[src/rtl/bf16_pkg.sv]
// Shared bfloat16 field widths, encodings and enums for the bf16 datapath blocks.
package bf16_pkg;
  localparam int E = 8;
  localparam int M = 7;
  localparam int BIAS = 127;
  localparam logic [E-1:0] EXP_MAX = 8'hFF;

  typedef enum logic [1:0] {IDLE, SHIFT, NEG, DONE} cvt_state_e;
  typedef enum logic [1:0] {ZERO, NORM, INF, NAN} bf16_class_e;
endpackage

[src/rtl/bf16_classify.sv]
// Combinational bf16 operand classifier; subnormals are flushed to ZERO.
module bf16_classify
  import bf16_pkg::*;
(
  input  logic         s_i,
  input  logic [E-1:0] e_i,
  input  logic [M-1:0] m_i,
  output bf16_class_e  cls_o,
  output logic         neg_o
);
  always_comb begin
    cls_o = NORM;
    if (e_i == '0) begin
      cls_o = ZERO;
    end else if (e_i == EXP_MAX) begin
      cls_o = (m_i == '0) ? INF : NAN;
    end
  end

  // Sign of a nonzero operand; -0 is treated as positive.
  assign neg_o = s_i && (cls_o != ZERO);
endmodule

[src/rtl/bf16_to_int.sv]
// bf16 {s,e,m} to W-bit signed integer, round toward zero, 1-bit-per-cycle aligner.
// Specials resolve in one cycle; normals take max(count,1)+2 cycles.
module bf16_to_int
  import bf16_pkg::*;
#(
  parameter int W = 16
) (
  input  logic         clk,
  input  logic         rst,
  input  logic         valid_i,
  output logic         ready_o,
  input  logic         s_i,
  input  logic [E-1:0] e_i,
  input  logic [M-1:0] m_i,
  output logic         valid_o,
  input  logic         ready_i,
  output logic [W-1:0] int_o,
  output logic         inexact_o,
  output logic         ovf_o,
  output logic         invalid_o
);
  localparam int WR = W + 8;
  localparam int CW = 5;
  localparam logic signed [8:0] U_TOP = 9'(W - 1);
  localparam logic signed [8:0] U_PT  = 9'sd7;

  bf16_class_e cls;
  logic        neg;

  bf16_classify u_classify (
    .s_i   (s_i),
    .e_i   (e_i),
    .m_i   (m_i),
    .cls_o (cls),
    .neg_o (neg)
  );

  logic signed [8:0] u;
  logic [W-1:0]      sat_val;
  logic [CW-1:0]     cnt_d;
  logic              left_d;

  assign u       = 9'({1'b0, e_i}) - 9'(BIAS);
  assign sat_val = neg ? {1'b1, {(W-1){1'b0}}} : {1'b0, {(W-1){1'b1}}};
  assign left_d  = (u >= U_PT);
  assign cnt_d   = left_d ? CW'(u - U_PT) : CW'(U_PT - u);

  cvt_state_e    state_q;
  logic [WR-1:0] work_q;
  logic [CW-1:0] cnt_q;
  logic [W-1:0]  int_q;
  logic          left_q, sign_q, ready_q, valid_q, inx_q, ovf_q, inv_q;

  always_ff @(posedge clk) begin
    if (rst) begin
      state_q <= IDLE;
      ready_q <= 1'b1;
      valid_q <= 1'b0;
      int_q   <= '0;
      inx_q   <= 1'b0;
      ovf_q   <= 1'b0;
      inv_q   <= 1'b0;
      work_q  <= '0;
      cnt_q   <= '0;
      left_q  <= 1'b0;
      sign_q  <= 1'b0;
    end else begin
      case (state_q)
        IDLE: begin
          if (valid_i) begin
            inx_q   <= 1'b0;
            ovf_q   <= 1'b0;
            inv_q   <= 1'b0;
            int_q   <= '0;
            sign_q  <= neg;
            work_q  <= {{W{1'b0}}, 1'b1, m_i};
            cnt_q   <= cnt_d;
            left_q  <= left_d;
            ready_q <= 1'b0;
            state_q <= DONE;
            valid_q <= 1'b1;
            if (cls == NAN) begin
              inv_q <= 1'b1;
            end else if (cls == INF) begin
              int_q <= sat_val;
              ovf_q <= 1'b1;
            end else if (cls == ZERO) begin
              int_q <= '0;
            end else if (u[8]) begin
              inx_q <= 1'b1;
            end else if (u >= U_TOP) begin
              // -2^(W-1) is the one representable value at the top exponent.
              int_q <= sat_val;
              ovf_q <= !(neg && (u == U_TOP) && (m_i == '0));
            end else begin
              state_q <= SHIFT;
              valid_q <= 1'b0;
            end
          end
        end
        SHIFT: begin
          if (cnt_q != '0) begin
            if (left_q) begin
              work_q <= work_q << 1;
            end else begin
              work_q <= work_q >> 1;
              inx_q  <= inx_q | work_q[0];
            end
            cnt_q <= cnt_q - CW'(1);
          end
          if (cnt_q <= CW'(1)) state_q <= NEG;
        end
        NEG: begin
          int_q   <= sign_q ? (~work_q[W-1:0] + W'(1)) : work_q[W-1:0];
          state_q <= DONE;
          valid_q <= 1'b1;
        end
        DONE: begin
          if (ready_i) begin
            state_q <= IDLE;
            valid_q <= 1'b0;
            ready_q <= 1'b1;
          end
        end
        default: begin
          state_q <= IDLE;
          valid_q <= 1'b0;
          ready_q <= 1'b1;
        end
      endcase
    end
  end

  assign ready_o   = ready_q;
  assign valid_o   = valid_q;
  assign int_o     = int_q;
  assign inexact_o = inx_q;
  assign ovf_o     = ovf_q;
  assign invalid_o = inv_q;
endmodule
[config.mk]
export PLATFORM = sky130hd
export DESIGN_NAME = bf16_to_int
export DESIGN_NICKNAME = d
export VERILOG_FILES = /design/src/rtl/bf16_pkg.sv /design/src/rtl/bf16_classify.sv /design/src/rtl/bf16_to_int.sv
export SDC_FILE = /design/constraint.sdc
export NUM_CORES = 1
export LEC_CHECK = 0
export BUFFER_PORTS_ARGS = -buffer_cell sky130_fd_sc_hd__buf_2
export CAP_MARGIN = 20
export CORE_ASPECT_RATIO = 1.75
export CORE_UTILIZATION = 30
export DETAILED_ROUTE_END_ITERATION = 12
export GPL_TIMING_DRIVEN = 0
export PLACE_DENSITY = 0.57
export SYNTH_ARGS = -nofsm -noshare
export SYNTH_HDL_FRONTEND = slang
export SYNTH_SLANG_ARGS = --single-unit
[constraint.sdc]
create_clock -name clk -period 3.8 [get_ports clk]
set_input_delay 0.76 -clock clk [delete_from_list [all_inputs] [get_ports clk]]
set_output_delay 0.76 -clock clk [all_outputs]
set_load 0.05 [all_outputs]
======== Word-level counts from Yosys, hierarchy flattened ========
Index checks and enable logic that the tools add are counted.
word-level totals
  logic and storage cells ................. 108
  register bits ........................... 54
  output and inout bits ................... 21
cells by class
  add/sub/neg operators ................... 5
  bitwise operators ....................... 2
  magnitude comparators ................... 3
  multiplexer cells ....................... 54
  eq/ne operators ......................... 12
  reduce and logical (&&, ||, !) cells .... 21
operators by type and width
  kind                                                            number
  two-way mux 16 bit                                              8
  two-way mux 24 bit                                              3
  case mux 24 bit (2 select lines)                                1
  case mux 16 bit (2 select lines)                                1
  two-way mux 1 bit                                               23
  two-way mux 2 bit                                               10
  adder 16 x 1 -> 16 bit, second input constant                   1
  NOT 16 bit                                                      1
  two-way mux 5 bit                                               3
  AND reduction 3 bit                                             4
  != test 2 bit, second input constant                            5
  case mux 5 bit (2 select lines)                                 1
  == test 9 x 5 -> 1 bit, second input constant                   1
  >= comparator 9 x 4 -> 1 bit, second input constant             1
  >= comparator 9 x 5 -> 1 bit, second input constant             1
  subtractor 8 x 7 -> 9 bit, second input constant                1
  == test 2 bit, second input constant                            4
  == test 8 bit, second input constant                            1
  logical NOT 8 bit                                               1
  case mux 2 bit (4 select lines)                                 1
  nonzero test 2 bit                                              4
  logical NOT 7 bit                                               1
  less-or-equal comparator 5 x 1 -> 1 bit, second input constant  1
  nonzero test 5 bit                                              1
  13 further kinds                                                18

======== Longest topological paths before layout ========
  depth after elaboration ................. 14
  gate-level depth with buffers ........... 12

======== Modules after synthesis ========
Synthesis repeated with hierarchy kept, for this count alone.
unflattened totals
  cells, all modules ...................... 434
  area total of the unflattened synthesis .. 3,383.2 sq um
modules (own cells, without submodules)
  module         sequential area each (sq um)  instances  cells each  area each (sq um)
  bf16_to_int    1,081.0                       1          424         3,324.4
  bf16_classify  0.0                           1          10          58.8

======== Worst setup path before layout ========
No wires, ideal clock.
  path kind ............................... input -> register
  start point ............................. in e_i[0]
  end point ............................... reg int_q[10] (netlist: int_o[10])
  arrival time ............................ 3.001 ns
  path buffers ............................ 2
  setup time .............................. 0.132 ns
  cell stages on the path ................. 12
  slack ................................... 0.667 ns
  cell sequence ........................... ha_1 -> buf_4 -> nand3_1 -> xnor2_1 -> inv_1 -> ha_1 -> nor3b_1 -> a311oi_1 -> a2111oi_4 -> buf_6 -> a211oi_1 -> nor3_1
on the way
  word-level cells in the longest chain between the ends .. 13
  elaborated cells between the ends (all ways) .. 19
RTL lines
  what                                                                                line                text
  start, declared                                                                     bf16_to_int.sv:13   input logic [E-1:0] e_i,
  parallel branches: the longest is 10 deep, another holds subtractor 8 x 7 -> 9 bit  n/a
  two-way mux 16 bit *                                                                bf16_to_int.sv:82   if (cls == NAN) begin
  two-way mux 16 bit *                                                                bf16_to_int.sv:70   if (valid_i) begin
  case mux 16 bit (2 select lines) *                                                  bf16_to_int.sv:68   case (state_q)
  end signal, assigned                                                                bf16_to_int.sv:85   int_q <= sat_val;
  end signal, assigned                                                                bf16_to_int.sv:93   int_q <= sat_val;
  end signal, assigned                                                                bf16_to_int.sv:114  int_q <= sign_q ? (~work_q[W-1:0] + W'(1)) : work_q[W-1:0];
  end, declared                                                                       bf16_to_int.sv:51   logic [W-1:0] int_q;
Mark *: on every way between the ends. The select of a mux whose other input is x is not followed.
A chain may end at the register's enable or synchronous reset.

======== Final worst setup path ========
  start point ............................. in e_i[0]
  end point ............................... reg int_q[12] (netlist: int_o[12])
Same word-level chain as after synthesis.

==> impl_summary.md <==
Logic synthesis
The netlist uses 63 different library cells. For this run, the leading register cell type out of synthesis is dfxtp_1. The synthesized design contains 54 register bits.

The number of nets handed over by synthesis was 479. The share of flip-flops with an asynchronous set or reset after synthesis is 0%. The share of synthesized area occupied by flip-flops and latches is 30.6%. The count of flip-flops with a built-in enable after synthesis is 0.

Yosys printed 0 warnings. The number of standard cells after synthesis is 445. The cell area that synthesis handed to floorplanning was 0.00353 mm^2. The post-synthesis average cell area is 7.93 um^2.

Cells and area
The fraction of layout instances using a drive strength above 1 is 16.3%. The most frequent standard cell in the layout excluding fill and tap cells is dfxtp_1. In the final layout, the multi-input gates occupy 0.00221 mm^2.

The footprint of the flip-flops and latches is 0.00108 mm^2. The library cells used most frequently in the layout, excluding fill and tap cells, are dfxtp_1 (54), nand2_1 (53), buf_2 (42). Leaving out filler cells and counting taps, the final layout contains 626.

The net count of the finished layout is 524. The number of fill cells in the layout is 1192. From synthesis to final layout, the design area changed by 14.4%. The antenna diode instance count is 0.

GRT
Entering global routing, the biggest net connects 19 pins. The wire length of the first global-routing pass is 16.2 mm. The number of antenna violations at the first check in global routing is 0. The number of global-route vias before repair is 3268. Global routing finished with a remaining overflow of 0. In the global route stage, overall resource usage came out at 16.2%.

CTS
The H-tree was split into 2 levels. The number of setup buffers added after CTS is 0. The number of sinks on the clock net is 54. The worst-case clock buffer depth is 2. The clock transition time at the flip-flop clock pins of the worst setup and hold paths is 70 ps. In this run, post-CTS hold repair placed 0 buffers. Once the clock tree was built, the resizer swapped 0 gates to a different size. The cell chosen for the clock root is clkbuf_16. The clock buffer count from CTS is 5. TritonCTS built the clock tree. The insertion delay to the later sink of the worst-skew pair is 300 ps.

Worst setup path
The critical path start-end classification is input port to register. The data required time at the worst endpoint is 3970 ps. Traced cell by cell, the critical path runs through buf_2 -> ha_1 -> buf_4 -> nand3_1 -> xnor2_1 -> inv_1 -> ha_1 -> nor3b_1 -> a311oi_1 -> a2111oi_4 -> buf_6 -> a211oi_1 -> nor3_1.

The sort of element at the end of the critical path is a register. On the worst path, the slowest cell contributes a delay of 680 ps. STA classifies the critical path startpoint as an input port. The arrival time at the worst endpoint is 3610 ps.

The critical path's most frequent cell is ha_1. Of all nets on the critical path, the largest fanout is 10. Among all stages on the critical path, the largest delay is contributed by a311oi_1.

STA
The final worst clock skew is 6.53 ps. Setup total negative slack on the finished layout was measured at 0 ps. The count of endpoints failing hold in the final timing report was 0. After layout, the worst path uses 90.4% of the clock period.

The number of max-slew violations in the final report is 0. The routed design could run at a clock period as short as 3430 ps. The slew of the pin with the lowest slew margin is 856 ps. Setup repair after global routing left no endpoint under its margin. Setup violations remaining at the end of the flow were counted as 0. The highest attainable clock frequency is 291 MHz. The worst relative slew slack is 42.5%.

Pwr
The net load switching power is 0.00142 W. The power share of the sequential group is 28.6%. The total internal power is 0.00146 W. In this run the power density over the cells is 714 mW/mm^2.

The switching fraction of total power is 49.3%. The clock group share of total power is 16.5%. For this design the static power due to leakage is 1.50 nW.

The share of total power in combinational logic is 54.8%. VDD sags by at most 0.215 mV.

Place
The number of buffers inserted by port buffering is 38. The final weighted congestion in routability-driven placement is 0.832. Once detailed placement completed, the half-perimeter wirelength came to 7.55 mm. The total placed cells including tap cells is 618.

Outcome
The final reports fail on design-rule violations. The run finished, with violations left.

Floorplanning
The floorplan die width is 84.0 um. The placement row count is 52. The initial standard-cell utilization of the core is 30.6%. The core region is 0.0115 mm^2. The area of the die is 0.0122 mm^2. 41 I/O pins were placed. The floorplan step set the die height to 145 um.

Routing
The detailed-router iteration count before antenna repair is 8. Dividing the detail-routed wire length by the instance count gives 15.5 um. The total length of routed wires is 9.69 mm. The count of unresolved DRC violations after routing is 8.

Dividing the detail-routed via count by the number of cells gives 5.36. Detailed routing inserted a total of 3356 vias. The post-route antenna net violation count is 0.

In this run, the number of DRC markers left after iteration 0 of detailed routing was 164.

Flow run
The number of max-cap violations is 0.

Min path
The tightest min-delay check is of the register to register type.
[final cells by class]
cell class              count  area share (%)
repair buffers             38            4.71
clock inverters             3           0.589
clock buffers               5            3.10
well taps                 135            4.18
inverters                  17            1.58
flip-flops and latches     54            26.8
plain buffers              36            4.21
multi-input cells         338            54.8
[synthesized netlist by cell type, types with 2 or more instances]
cell type  count  area [um^2]
dfxtp_1       54         1080
a211oi_1      17          128
inv_1         17         63.8
nor2b_1        3         18.8
a32oi_1        2         17.5
nor4_1         3         18.8
mux2_2        15          169
buf_2          4         20.0
o21ai_2        2         17.5
and3_1         2         12.5
a311o_1        2         20.0
buf_1          3         11.3
nand4_1        6         37.5
mux2i_1       10          100
a211o_1        4         35.0
nand2b_1       4         25.0
o21ai_1        2         10.0
a31oi_1        3         18.8
o31ai_1        5         37.5
clkbuf_1      23         86.3
o21ai_0       19         95.1
ha_1          14          175
o211ai_1       6         45.0
a21oi_1       34          170
o41ai_1        3         26.3
nand2_1       53          199
nand3_1       21          105
a311oi_1       4         35.0
nor2_1        33          124
xnor2_1       16          140
buf_6          2         22.5
buf_4          3         22.5
or3_1          5         31.3
nor3_1        22          110
[worst max-delay path, delay by kind of cell]
kind | cells | cell delay (ps)
xor+xnor | 1 | 330
compound gates | 3 | 1120
fa+ha+maj | 2 | 350
simple gates | 3 | 370
buf+inv | 4 | 660
[state kept, by name, summed over array words and instances, names as in the netlist]
| signal | flops |
|---|---|
| ovf_o | 1 |
| valid_o | 1 |
| left_q | 1 |
| state_q | 2 |
| sign_q | 1 |
| ready_o | 1 |
| inexact_o | 1 |
| invalid_o | 1 |
| int_o | 16 |
| work_q | 24 |
| cnt_q | 5 |
[power by group through the flow]
stage | combinational [W] | sequential (W) | clock, W
CTS | 0.00158 | 0.000823 | 0.000487
global route | 0.00175 | 0.000845 | 0.000505
detailed placement | 0.00158 | 0.000836 | 0
floorplan | 0.000967 | 0.00106 | 0
finish | 0.00158 | 0.000825 | 0.000477
global placement | 0.00156 | 0.000832 | 0
[layer usage]
layer  vias up  wire (um)  track usage, %
li1       1692          -               -
met1      1582       3910            17.2
met2        66       5220            30.8
met3        16        266            2.04
met4         0        291            8.02
met5         -          0               0
[cell families (layout without fill, tap and decap cells)]
kind of cell	after synthesis	count (layout)	share of synthesized area, %
XOR/XNOR	18	18	4.68
multiplexers	25	25	7.62
adder cells (fa/ha/maj)	14	14	4.96
AO/OA/AOI/OAI	117	117	23.0
AND/OR/NAND/NOR	164	164	22.5
buffers and inverters	53	99	6.63
flip-flops	54	54	30.6
[worst paths after layout]
kind	from	to	slack [ps]	cells after the start
min reg2reg	ovf_o$_SDFFE_PP0P_	ovf_o$_SDFFE_PP0P_	470	2
min	ovf_o$_SDFFE_PP0P_	ovf_o$_SDFFE_PP0P_	470	2
max	e_i[0]	int_o[12]$_SDFFE_PP0P_	370	13
max reg2reg	state_q[0]$_SDFFE_PP0P_	work_q[1]$_SDFFE_PP0P_	1140	9
[stage by stage]
step / hold slack, ps / setup slack (ps) / utilization (%) / instance area, um^2 / power (W)
after floorplan: 429 / 667 / - / 3530 / 0.00203
after global placement: 444 / 60.0 / 33.8 / 3890 / 0.00239
after detailed placement: 451 / 45.2 / 33.8 / 3890 / 0.00242
after CTS: 467 / 336 / 35.1 / 4040 / 0.00289
after global routing: 495 / 132 / 35.1 / 4040 / 0.00310
final: 469 / 366 / 35.1 / 4040 / 0.00288
Power figures use the tool's default switching activity.
